### src/rtl/vga_timing_pkg.sv
// vga_timing_pkg: default 640x480@60 mode constants, sync polarities and a line/frame total helper
package vga_timing_pkg;

    localparam int DEF_H_ACTIVE = 640;
    localparam int DEF_H_FP     = 16;
    localparam int DEF_H_SYNC   = 96;
    localparam int DEF_H_BP     = 48;
    localparam int DEF_V_ACTIVE = 480;
    localparam int DEF_V_FP     = 10;
    localparam int DEF_V_SYNC   = 2;
    localparam int DEF_V_BP     = 33;
    localparam int DEF_CW       = 10;
    localparam int DEF_WIN_X0   = 80;
    localparam int DEF_WIN_X1   = 560;

    localparam logic POL_LOW  = 1'b0;
    localparam logic POL_HIGH = 1'b1;

    function automatic int total(input int active, input int fp, input int sync, input int bp);
        return active + fp + sync + bp;
    endfunction

endpackage

### src/rtl/vga_axis_counter.sv
// vga_axis_counter: wrapping position counter with registered sync-region decode of the next position
module vga_axis_counter #(
    parameter int   TOTAL      = 800,
    parameter int   SYNC_START = 656,
    parameter int   SYNC_LEN   = 96,
    parameter logic POL        = 1'b0,
    parameter int   CW         = 10
) (
    input  logic          clk,
    input  logic          reset_n,
    input  logic          step,
    output logic [CW-1:0] pos,
    output logic [CW-1:0] nxt,
    output logic          wrap,
    output logic          sync
);

    localparam logic [CW-1:0] LAST = CW'(TOTAL - 1);
    localparam logic [CW-1:0] SS   = CW'(SYNC_START);
    localparam logic [CW-1:0] SE   = CW'(SYNC_START + SYNC_LEN);

    // next position: wrap from the last count back to zero
    always_comb begin
        wrap = pos == LAST;
        nxt  = wrap ? '0 : pos + CW'(1);
    end

    // position and sync are updated together so sync never lags the coordinate
    always_ff @(posedge clk or negedge reset_n) begin
        if (!reset_n) begin
            pos  <= LAST;
            sync <= ~POL;
        end else if (step) begin
            pos  <= nxt;
            sync <= (nxt >= SS && nxt < SE) ? POL : ~POL;
        end
    end

endmodule

### src/rtl/vga_timing_gen.sv
// vga_timing_gen: parametrised VGA raster timing generator; optional horizontal window via VGA_TIMING_WINDOW_EN
module vga_timing_gen
    import vga_timing_pkg::*;
#(
    parameter int   H_ACTIVE = DEF_H_ACTIVE,
    parameter int   H_FP     = DEF_H_FP,
    parameter int   H_SYNC   = DEF_H_SYNC,
    parameter int   H_BP     = DEF_H_BP,
    parameter int   V_ACTIVE = DEF_V_ACTIVE,
    parameter int   V_FP     = DEF_V_FP,
    parameter int   V_SYNC   = DEF_V_SYNC,
    parameter int   V_BP     = DEF_V_BP,
    parameter logic HS_POL   = POL_LOW,
    parameter logic VS_POL   = POL_LOW,
    parameter int   CW       = DEF_CW,
    parameter int   WIN_X0   = DEF_WIN_X0,
    parameter int   WIN_X1   = DEF_WIN_X1
) (
    input  logic          clk,
    input  logic          reset_n,
    input  logic          pix_ce,
    output logic          hsync,
    output logic          vsync,
    output logic          video_active,
    output logic [CW-1:0] pixel_x,
    output logic [CW-1:0] pixel_y,
    output logic          line_start,
    output logic          frame_start,
    output logic          win_active,
    output logic [CW-1:0] win_x
);

    localparam int H_TOTAL = total(H_ACTIVE, H_FP, H_SYNC, H_BP);
    localparam int V_TOTAL = total(V_ACTIVE, V_FP, V_SYNC, V_BP);

    if (H_TOTAL - 1 >= (1 << CW) || V_TOTAL - 1 >= (1 << CW)) begin : g_bad_cw
        $error("vga_timing_gen: CW too narrow for H_TOTAL-1 or V_TOTAL-1");
    end
    if (H_FP <= 0 || H_SYNC <= 0 || H_BP <= 0 || V_FP <= 0 || V_SYNC <= 0 || V_BP <= 0) begin : g_bad_porch
        $error("vga_timing_gen: porch and sync widths must be non-zero");
    end

    logic [CW-1:0] h_nxt, v_nxt, y_n;
    logic          h_wrap, v_wrap, act_n;

    vga_axis_counter #(
        .TOTAL(H_TOTAL), .SYNC_START(H_ACTIVE + H_FP), .SYNC_LEN(H_SYNC), .POL(HS_POL), .CW(CW)
    ) u_h (
        .clk(clk), .reset_n(reset_n), .step(pix_ce),
        .pos(pixel_x), .nxt(h_nxt), .wrap(h_wrap), .sync(hsync)
    );

    vga_axis_counter #(
        .TOTAL(V_TOTAL), .SYNC_START(V_ACTIVE + V_FP), .SYNC_LEN(V_SYNC), .POL(VS_POL), .CW(CW)
    ) u_v (
        .clk(clk), .reset_n(reset_n), .step(pix_ce & h_wrap),
        .pos(pixel_y), .nxt(v_nxt), .wrap(v_wrap), .sync(vsync)
    );

    // line the next position will be on, so active decode lands with the coordinates
    always_comb begin
        y_n   = h_wrap ? v_nxt : pixel_y;
        act_n = h_nxt < CW'(H_ACTIVE) && y_n < CW'(V_ACTIVE);
    end

    // strobes last one clk per advancing edge; active level holds while pix_ce is low
    always_ff @(posedge clk or negedge reset_n) begin
        if (!reset_n) begin
            video_active <= 1'b0;
            line_start   <= 1'b0;
            frame_start  <= 1'b0;
        end else begin
            line_start  <= pix_ce & h_wrap;
            frame_start <= pix_ce & h_wrap & v_wrap;
            if (pix_ce) video_active <= act_n;
        end
    end

`ifdef VGA_TIMING_WINDOW_EN
    if (!(WIN_X0 >= 0 && WIN_X0 < WIN_X1 && WIN_X1 <= H_ACTIVE)) begin : g_bad_win
        $error("vga_timing_gen: window needs 0 <= WIN_X0 < WIN_X1 <= H_ACTIVE");
    end

    localparam logic [CW-1:0] WX0 = CW'(WIN_X0);
    localparam logic [CW-1:0] WX1 = CW'(WIN_X1);

    logic win_n;

    always_comb win_n = act_n && h_nxt >= WX0 && h_nxt < WX1;

    // window flag and window-relative x, zero outside the window
    always_ff @(posedge clk or negedge reset_n) begin
        if (!reset_n) begin
            win_active <= 1'b0;
            win_x      <= '0;
        end else if (pix_ce) begin
            win_active <= win_n;
            win_x      <= win_n ? h_nxt - WX0 : '0;
        end
    end
`else
    if (WIN_X0 < 0 || WIN_X1 < 0) begin : g_bad_win
        $error("vga_timing_gen: window bounds must be non-negative");
    end

    assign win_active = video_active;
    assign win_x      = pixel_x;
`endif

endmodule
### config.mk
export PLATFORM = sky130hd
export DESIGN_NAME = vga_timing_gen
export DESIGN_NICKNAME = d
export VERILOG_FILES = /design/src/rtl/vga_timing_pkg.sv /design/src/rtl/vga_axis_counter.sv /design/src/rtl/vga_timing_gen.sv
export SDC_FILE = /design/constraint.sdc
export NUM_CORES = 1
export LEC_CHECK = 0
export ABC_AREA = 0
export CAP_MARGIN = 0
export CORE_UTILIZATION = 50
export CTS_CLUSTER_DIAMETER = 100
export DETAILED_ROUTE_END_ITERATION = 8
export MAX_ROUTING_LAYER = met4
export PLACE_DENSITY_LB_ADDON = 0.2
export SLEW_MARGIN = 10
export SYNTH_ARGS = -nofsm -noshare
export SYNTH_HDL_FRONTEND = slang
export SYNTH_SLANG_ARGS = --single-unit
### constraint.sdc
create_clock -name clk -period 4.7 [get_ports clk]
set_clock_uncertainty 0.05 [all_clocks]
set_input_delay 0.94 -clock clk [delete_from_list [all_inputs] [get_ports clk]]
set_output_delay 0.94 -clock clk [all_outputs]
set_load 0.01 [all_outputs]
After elaboration in Yosys (flattened, before gate mapping):

Cells that the tools add are included.

* register bits after elaboration: 25
* memories kept: 0
* input port bits: 3
* latch bits: 0
* output and inout bits: 36
* RAM bits: 0
* word-level logic and storage cells: 27
* memory bits (read-only): 0

* reductions and logical operators: 3
* $add $sub $neg: 2
* multiplexer cells: 5
* multipliers: 0
* $lt $le $gt $ge: 6
* eq/ne operators: 2
* bitwise operators: 2
* shift-type cells: 0
* div/mod/pow operators: 0

Operators by type and width (number)
* two-way mux 10 bit: 3
* adder 10 x 1 -> 10 bit, second input constant: 2
* equality test 10 bit, second input constant: 2
* less-than comparator 10 bit, second input constant: 2
* less-than comparator 10 x 9 -> 1 bit, second input constant: 2
* greater-or-equal comparator 10 bit, second input constant: 1
* greater-or-equal comparator 10 x 9 -> 1 bit, second input constant: 1
* logical AND 1 bit: 3
* AND 1 bit: 2
* two-way mux 1 bit: 2

Logic depth before layout (Yosys ltp):

* word-level depth: 5
* depth in mapped cells: 7
* mapped depth without buffers: 7

Cells and area by module:

From an unflattened synthesis, not the netlist that was laid out.

* cell total of the unflattened synthesis: 214
* area total of the unflattened synthesis: 1983.2 um^2

By module, submodules not included
* vga_axis_counter (u_v): instances 1, cells an instance 99, sequential area each 280.3 um^2, area an instance 902.1 um^2
* vga_axis_counter (u_h): instances 1, cells an instance 90, sequential area each 285.3 um^2, area an instance 863.3 um^2
* vga_timing_gen: instances 1, cells an instance 25, sequential area each 75.1 um^2, area an instance 217.7 um^2

Least setup slack after synthesis:

Ideal clock, no wire load.

* path type: input -> register
* start: in pix_ce
* end: reg u_h.sync
* arrival time: 2.078 ns
* required time: 4.558 ns
* buffers on the path: 1
* setup time: 0.092 ns
* slack: 2.480 ns
* stages: 6
* cell sequence: clkbuf_1 > nand3b_1 > o41ai_1 > a41oi_2 > a2111oi_0 > a31oi_1

RTL lines
* start: declaration: RTL line vga_timing_gen.sv:21 `input logic pix_ce,`
* end signal: assignment: RTL line vga_axis_counter.sv:32 `sync <= ~POL;`
* end signal: assignment: RTL line vga_axis_counter.sv:35 `sync <= (nxt >= SS && nxt < SE) ? POL : ~POL;`
* end: declaration: RTL line vga_axis_counter.sv:15 `output logic sync`

==> flow_metrics.env <==
export IMPL_synthAdderAreaFrac_pct=2.32
export IMPL_clkTransAtPathRegs_ns=0.13
export IMPL_clk_latency_ns=0.33
export IMPL_post_cts_setup_buffer_count=0
export IMPL_slew_headroom_pct=60.0
export IMPL_r2r_start="u_h.pos[0]$_DFFE_PN1P_"
export IMPL_hpwl_um=2340
export IMPL_cp_startpoint="pix_ce"
export IMPL_dr_pass1_iters=4
export IMPL_antenna_found_initial=0
export IMPL_diodes=0
export IMPL_io_buffers=38
export IMPL_finalSetupTns_ns=0
export IMPL_fillCellCount=275
export IMPL_drv_slew=0
export IMPL_clk_path_buf_depth=2
export IMPL_syn_to_final_growth_pct=20.4
export IMPL_via_per_inst=5.65
export IMPL_r2r_slack_ns=2.21
export IMPL_cts_resized=0
export IMPL_crit_fanout=19
export IMPL_synth_top_family_by_area="simple AND/OR/NAND/NOR gates"
export IMPL_drt_initial_drc_count=41
export IMPL_nNetsFinal=212
export IMPL_wl_um=3410
export IMPL_muxShareOfSynthArea_pct=1.94
export IMPL_synth_distinct_cells=44
export IMPL_rsz0062_at_grt="no"
export IMPL_synth_compound_area_share_pct=16.6
export IMPL_endpoint_kind="flip-flop"
export IMPL_design_die_area_mm2=0.00346
export IMPL_ff2ff_path_depth=7
export IMPL_tightest_slew_ns=0.599
export IMPL_synth_simple_area_share_pct=24.8
export IMPL_synth_xor_area_share_pct=5.42
export IMPL_synth_edff_count=0
export IMPL_synth_warnings=0
export IMPL_netlist_area_mm2=0.00162
export IMPL_hp_class="flip-flop to flip-flop"
export IMPL_syn_area_per_cell_um2=8.83
export IMPL_syn_nets=189
export IMPL_vdd_drop_max_uv=305
export IMPL_vias=1408
export IMPL_crit_arrival_ns=2.90
export IMPL_track_usage_pct=21.5
export IMPL_boundaryPins=39
export IMPL_initial_utilization_pct=52.9
export IMPL_total_power_w=0.000595
export IMPL_drc=0
export IMPL_clock_fmax_ghz=0.369
export IMPL_endpoint="u_h.sync$_DFFE_PN1P_"
export IMPL_critPathKind="input pin to flip-flop"
export IMPL_run_status="completed"
export IMPL_gp_congestion=0.898
export IMPL_clock_root_buffer="clkbuf_4"
export IMPL_synthCells=183
export IMPL_final_hold_viol_count=0
export IMPL_final_setup_viol_count=0
export IMPL_async_flop_share_pct=100
export IMPL_ys_ff_latch=25
export IMPL_drv_cap=0
export IMPL_drive_gt1_share_pct=11.2
export IMPL_gr_total_overflow=0
export IMPL_crit_required_ns=4.89
export IMPL_crit_path_start_kind="input pin"
export IMPL_core_area_mm2=0.00305
export IMPL_cts_made_buffers=3
export IMPL_synth_flop_cell="dfrtp_1"
export IMPL_grt_max_degree=26
export IMPL_seq_area_frac_synth_pct=39.7
export IMPL_cts_tree="done"
export IMPL_die_x_um=58.8
export IMPL_grt_first_pass_wirelength_um=5510
export IMPL_leakagePower_nw=0.697
export IMPL_first_global_vias=1196
export IMPL_ctsHoldBuffers=0
export IMPL_htree_levels=1
export IMPL_clock_sinks=25
export IMPL_fin_crit_sh_pct=57.6
export IMPL_die_h_um=58.8
export IMPL_detail_route_wl_per_cell_um=13.7
export IMPL_powerDensity_mw_per_mm2=306
export IMPL_ant_nets=0
export IMPL_rows=20
export IMPL_min_period_ns=2.71
export IMPL_rr_endpoint="u_v.pos[7]$_DFFE_PN0P_"
cell usage in the layout, fill, tap and decap left out, types with 2 or more instances in the layout:
master / netlist / final
a21oi_1: 3 / 3
a311oi_1: 2 / 2
a31oi_1: 2 / 2
and2_1: 3 / 3
and3_1: 4 / 4
and4_1: 4 / 4
clkbuf_4: 0 / 3
clkdlybuf4s50_1: 0 / 37
dfrtp_1: 13 / 13
dfstp_2: 12 / 12
ha_1: 3 / 3
inv_1: 5 / 5
mux2i_1: 2 / 2
nand2_1: 21 / 21
nand3_1: 10 / 10
nand3b_1: 2 / 2
nand4_1: 6 / 6
nor2_1: 12 / 12
nor2b_1: 3 / 3
nor3_1: 4 / 4
o21ai_0: 19 / 19
o31ai_1: 3 / 3
o41ai_1: 2 / 2
or3_4: 2 / 2
xnor2_1: 9 / 9
through the flow:
step           utilization, %  setup slack [ns]  hold WS, ns  instance area, µm²  cells
6_report                 63.7              1.99        0.454                1940    249
5_1_grt                  63.7              1.82        0.485                1940    249
3_5_place_dp             63.0              1.71        0.429                1920    245
3_3_place_gp             63.0              1.74        0.433                1920    245
4_1_cts                  63.9              2.01        0.457                1950    249
2_1_floorplan               -              2.48        0.436                1620    183
cells in the mapped netlist, types with 3 or more instances:
master,instances,area share (%)
nand2_1,21,4.9
o21ai_0,19,5.9
dfrtp_1,13,20
dfstp_2,12,20
nor2_1,12,2.8
buf_4,11,5.1
nand3_1,10,3.1
xnor2_1,9,4.9
nand4_1,6,2.3
clkbuf_1,5,1.2
inv_1,5,1.2
and3_1,4,1.5
and4_1,4,2.2
nor3_1,4,1.2
a21oi_1,3,0.93
and2_1,3,1.2
buf_2,3,0.93
ha_1,3,2.3
nor2b_1,3,1.2
o31ai_1,3,1.4
state kept, by name (all words and copies together) (netlist names):
register	count
frame_start	1
line_start	1
u_h.pos	10
u_h.sync	1
u_v.pos	10
u_v.sync	1
video_active	1
worst max-delay path, stage by stage:
cell and delay [ns]:
clkdlybuf4s50_1 0.85, nand3b_1 0.13, o41ai_1 0.33, a41oi_2 0.10
a2111oi_0 0.39, a31oi_1 0.15
cells by family (layout without fill, tap and decap cells):
kind of cell,after synthesis,after routing
AOI/OAI and AO/OA,40,40
xor gates and xnor gates,10,10
adders and majority gates,3,3
buffers and inverters,26,48
DFF,25,25
muxes,3,3
and+or+nand+nor,76,76
power by group:
group / leakage [nW] / switching [W] / internal [W]
Combinational: 0.381 / 0.0000806 / 0.000111
Clock: 0.0150 / 0.0000651 / 0.0000332
Sequential: 0.301 / 0.0000513 / 0.000254
routing by layer:
layer	GRT usage [%]	vias up	wire, µm
met1	31.4	669	1760
li1	-	692	-
met2	30.2	42	1460
met3	2.86	5	148
met5	-	-	0
met4	7.82	0	44
area by class of cell:
type,count,area [µm²],share of cell area [%]
repair buffers,38,375,19.3
flip-flops and latches,25,641,32.9
inverters,6,22.5,1.16
well taps,44,55.1,2.83
multi-input cells,132,825,42.4
clock buffers,4,26.3,1.35
worst min-delay path by stage:
| stage | startpoint | depth (start not counted) | end | slack [ns] |
|---|---|---|---|---|
| after global placement | u_h.sync$_DFFE_PN1P_ | 2 | u_h.sync$_DFFE_PN1P_ | 0.43 |
| final | u_h.sync$_DFFE_PN1P_ | 2 | u_h.sync$_DFFE_PN1P_ | 0.45 |
| after CTS | u_h.sync$_DFFE_PN1P_ | 2 | u_h.sync$_DFFE_PN1P_ | 0.46 |
| after global routing | u_h.sync$_DFFE_PN1P_ | 2 | u_h.sync$_DFFE_PN1P_ | 0.49 |
| after floorplan | u_v.sync$_DFFE_PN1P_ | 2 | u_v.sync$_DFFE_PN1P_ | 0.44 |
| after detailed placement | u_v.sync$_DFFE_PN1P_ | 2 | u_v.sync$_DFFE_PN1P_ | 0.43 |
Power figures use the tool's default switching activity.
